===== src/rtl/branch_compare_unit.sv =====
// Branch compare unit: one-entry registered result stage comparing two operands.
// Optional taken-result statistics counter is built when BCU_STATS_EN is defined.
module branch_compare_unit #(
    parameter int WIDTH = 32,
    parameter int CNT_W = 16
) (
    input  logic             clk,
    input  logic             reset,
    input  logic             in_valid,
    output logic             in_ready,
    input  logic [WIDTH-1:0] in1,
    input  logic [WIDTH-1:0] in2,
    input  logic [2:0]       mode,
    output logic             out_valid,
    input  logic             out_ready,
    output logic             out_taken,
    output logic             out_illegal
`ifdef BCU_STATS_EN
    ,
    output logic [CNT_W-1:0] taken_count
`endif
);

    typedef struct packed {
        logic taken;
        logic illegal;
    } result_t;

    result_t res_d, res_q;
    logic    valid_q;
    logic    accept, deliver;
    logic    eq, lt_s, lt_u;

    assign in_ready = !valid_q || out_ready;
    assign accept   = in_valid && in_ready;
    assign deliver  = valid_q && out_ready;

    assign eq   = (in1 == in2);
    assign lt_s = ($signed(in1) < $signed(in2));
    assign lt_u = (in1 < in2);

    // mode[2] picks relational vs equality, mode[1] unsigned, mode[0] inverts.
    always_comb begin
        res_d = '0;
        if (mode[2:1] == 2'b01) begin
            res_d.illegal = 1'b1;
        end else if (!mode[2]) begin
            res_d.taken = eq ^ mode[0];
        end else begin
            res_d.taken = (mode[1] ? lt_u : lt_s) ^ mode[0];
        end
    end

    always_ff @(posedge clk) begin
        if (reset) begin
            valid_q <= 1'b0;
            res_q   <= '0;
        end else if (accept) begin
            valid_q <= 1'b1;
            res_q   <= res_d;
        end else if (deliver) begin
            valid_q <= 1'b0;
        end
    end

    assign out_valid   = valid_q;
    assign out_taken   = res_q.taken;
    assign out_illegal = res_q.illegal;

`ifdef BCU_STATS_EN
    logic [CNT_W-1:0] cnt_q;

    always_ff @(posedge clk) begin
        if (reset) begin
            cnt_q <= '0;
        end else if (deliver && res_q.taken && (cnt_q != {CNT_W{1'b1}})) begin
            cnt_q <= cnt_q + 1'b1;
        end
    end

    assign taken_count = cnt_q;
`endif

endmodule


===== config.mk =====
export PLATFORM = sky130hd
export DESIGN_NAME = branch_compare_unit
export DESIGN_NICKNAME = d
export VERILOG_FILES = /design/src/rtl/branch_compare_unit.sv
export SDC_FILE = /design/constraint.sdc
export NUM_CORES = 1
export LEC_CHECK = 0
export CORE_UTILIZATION = 31
export CTS_CLUSTER_SIZE = 25
export DETAILED_ROUTE_END_ITERATION = 7
export PLACE_DENSITY = 0.83
export SYNTH_ARGS = -nofsm -noshare
export SYNTH_HDL_FRONTEND = slang
export SYNTH_SLANG_ARGS = --single-unit

===== constraint.sdc =====
create_clock -name clk -period 2.3 [get_ports clk]
set_input_delay 0.46 -clock clk [delete_from_list [all_inputs] [get_ports clk]]
set_output_delay 0.46 -clock clk [all_outputs]
set_load 0.01 [all_outputs]

==> run summary <==
Top cell type by total area after synthesis: ha_1
Diode count: 0
Area grow syn2layout: 122%
Max Clk Rate: 443 MHz
Min-Delay Path Class: flip-flop to flip-flop
Syn. warnings: 0
Seq pwr share: 10.9%
Crit path kind: input pin to flip-flop
RSZ-0062 raised after global routing: yes
Worst r2r dst: out_taken$_SDFFE_PP0P_
Synthesized area: 0.00100 mm²
CP required: 2.46 ns
Critical path peak fanout: 2
Vias in the first global route: 1,319
Setup TNS: 0 ns
Hold Crit Start: out_illegal$_SDFFE_PP0P_
Worst Hold Depth: 2
Max VDD drop: 0.101 mV
Residual DRC: 0
Tcrit/Tclk final: 98.1%
Mapped Cells: 133
Die X: 58.9 µm
Pre-CTS setup slack: -0.671 ns
Comb power frac: 68.6%
Mean Syn Cell Area: 7.54 µm²
Outcome: finished, final reports clean
CP Capture Type: flip-flop
Htree depth: 1
Leak Pwr: 1.11 nW
P_sw: 0.189 mW
Worst-Margin Slew: 0.240 ns
Hold Path Sink: out_illegal$_SDFFE_PP0P_
Post-synth EDFFs: 0
Starting Density: 32.8%
IO buf count: 74
ANT nets after route: 0
Post-Layout Cell Count: 267
Final WL: 3360 µm
Clock Power Share: 20.4%
Final setup violation count: 0
Top cells by area, synth: ha_1 40%, inv_1 12%, a21oi_1 7.0%, dfxtp_1 6.0%, nand2_1 4.1%
Max cap viols: 0
Slew Viols, Final: 0
Die Height: 58.9 µm
Dpl hpwl: 2390 µm
Layout Nets: 327
Synth unique cells: 33
Clock-pin slew on the worst setup and hold paths: 0.04 ns
DRT Pass-1 Iters: 4
GR Util All Layers: 20.4%
CTS Buf Count: 3
Asr flop ratio synth: 0%
Violation count after the first detailed-route iteration: 51
Vias/cell: 4.70
Most frequent cells in the layout: 36 x dlygate4sd2_1, 26 x clkdlybuf4s50_1, 21 x ha_4
Final Hold Fails: 0
Placed cells: 260
CTS tree: built
Worst setup margin: 0.0435 ns
CP Launch Type: input pin
Clock Skew: 0.00522 ns
Global route total overflow: 0
Vias after detailed routing: 1,254
PwrDens: 234 mW/mm²
Initial antenna violation count: 0
Synth Flop Type: dfxtp_1
Maximum clock path buffer count: 2
Worst Path Arrival: 2.42 ns
Fraction of layout cells with a size suffix above 1: 33.6%
Minimum clock period: 2.26 ns
Setup slack, reg-to-reg: 1.36 ns
CTS sink cnt: 3
First-pass GRT wire length: 5330 µm
Area of the die: 0.00346 mm²
Reg2Reg Depth: 3
Synthesis-stage register bit count: 3
Sequential area share after synthesis: 5.99%
Pin count of the biggest net entering global routing: 5
Per-cell routed wire length: 12.6 µm
Worst r2r src: out_valid$_SDFFE_PP0P_
IO Count: 75
Slew HR: 83.8%
FF/Latch Area: 60.1 µm²
Placeable Area: 0.00305 mm²
Clock latency on the worst-skew pair: 0.26 ns
Post-Syn Nets: 236
Filler Cells Inserted: 250
Synth top area share: 40.0%
Gpl congestion: 0.678
Internal power: 0.333 mW
Switching share of total power: 36.2%
Multi-input logic area: 0.00115 mm²
Leading cell type in the layout, fill and taps excluded: dlygate4sd2_1
Rows: 20
Util after Layout: 73.0%
Root Driver: clkbuf_4
[power groups by stage]
stage	Combinational [mW]	Clock (mW)	Sequential, mW
2_1_floorplan	0.123	0	0.0595
3_3_place_gp	0.291	0	0.0578
3_5_place_dp	0.298	0	0.0578
4_1_cts	0.346	0.107	0.0569
5_1_grt	0.398	0.114	0.0572
6_report	0.358	0.107	0.0571
[sequential cells by signal (all words and copies together), names as in the netlist]
name         count
out_valid        1
out_illegal      1
out_taken        1
[final cells by class]
class | instances | area share [%]
multi-input combinational | 97 | 51.5
timing repair buffer | 86 | 36.6
inverter | 33 | 5.56
sequential | 3 | 2.70
tap | 44 | 2.47
clock buffer | 4 | 1.18
[cells in the mapped netlist, types with 2 or more instances]
cell     instances
inv_1           33
ha_1            32
a21oi_1         14
nand2_1         11
nand3_1          4
o21ai_0          4
dfxtp_1          3
nor2_1           3
a21o_1           2
a221o_1          2
and2b_1          2
nand4_1          2
[metal layers]
layer | track usage (%) | up-vias | routed length (µm)
met5 | 0 | - | 0
met4 | 7.14 | 0 | 58
met3 | 3.30 | 7 | 212
met2 | 38.3 | 48 | 1700
met1 | 22.8 | 556 | 1390
li1 | - | 643 | -
[repair_timing]
item | 4_1_cts | 5_1_grt
pin swaps | 30 | 7
buffers inserted | 2 | 1
hold buffers | 0 | 0
gates resized for setup | 86 | 20
setup endpoints to repair | 1 | 1
[worst max-delay path, stage by stage]
cell	delay [ns]
clkdlybuf4s50_1	0.46
ha_1	0.22
and2_4	0.16
a221o_1	0.33
nand2_2	0.07
a31oi_1	0.07
a311o_1	0.34
xnor2_1	0.14
o41ai_2	0.19
[metrics by stage]
| stage | area [µm²] | hold WS, ns | power (mW) |
|---|---|---|---|
| 2_1_floorplan | 1000 | 0.474 | 0.182 |
| 3_3_place_gp | 1870 | 0.444 | 0.349 |
| 3_5_place_dp | 1870 | 0.464 | 0.356 |
| 4_1_cts | 2160 | 0.469 | 0.510 |
| 5_1_grt | 2230 | 0.492 | 0.569 |
| 6_report | 2230 | 0.462 | 0.522 |
[cell families (layout without fill, tap and decap cells)]
logic type,count (synthesis),after routing,synth area share (%)
simple gates,35,35,22.0
xor+xnor,1,1,0.874
fa+ha+maj,32,32,39.9
compound gates,29,29,18.9
buf+inv,33,123,12.4
flops,3,3,5.99
[worst max-delay path by stage]
stage | from | to | cells past startpoint
floorplan | in2[14] | out_taken$_SDFFE_PP0P_ | 9
global placement | in2[30] | out_taken$_SDFFE_PP0P_ | 10
detailed placement | in2[30] | out_taken$_SDFFE_PP0P_ | 10
CTS | in1[20] | out_taken$_SDFFE_PP0P_ | 9
global route | in2[29] | out_taken$_SDFFE_PP0P_ | 10
finish | in1[18] | out_taken$_SDFFE_PP0P_ | 9
Note: power is estimated with default switching activity, not from simulation.
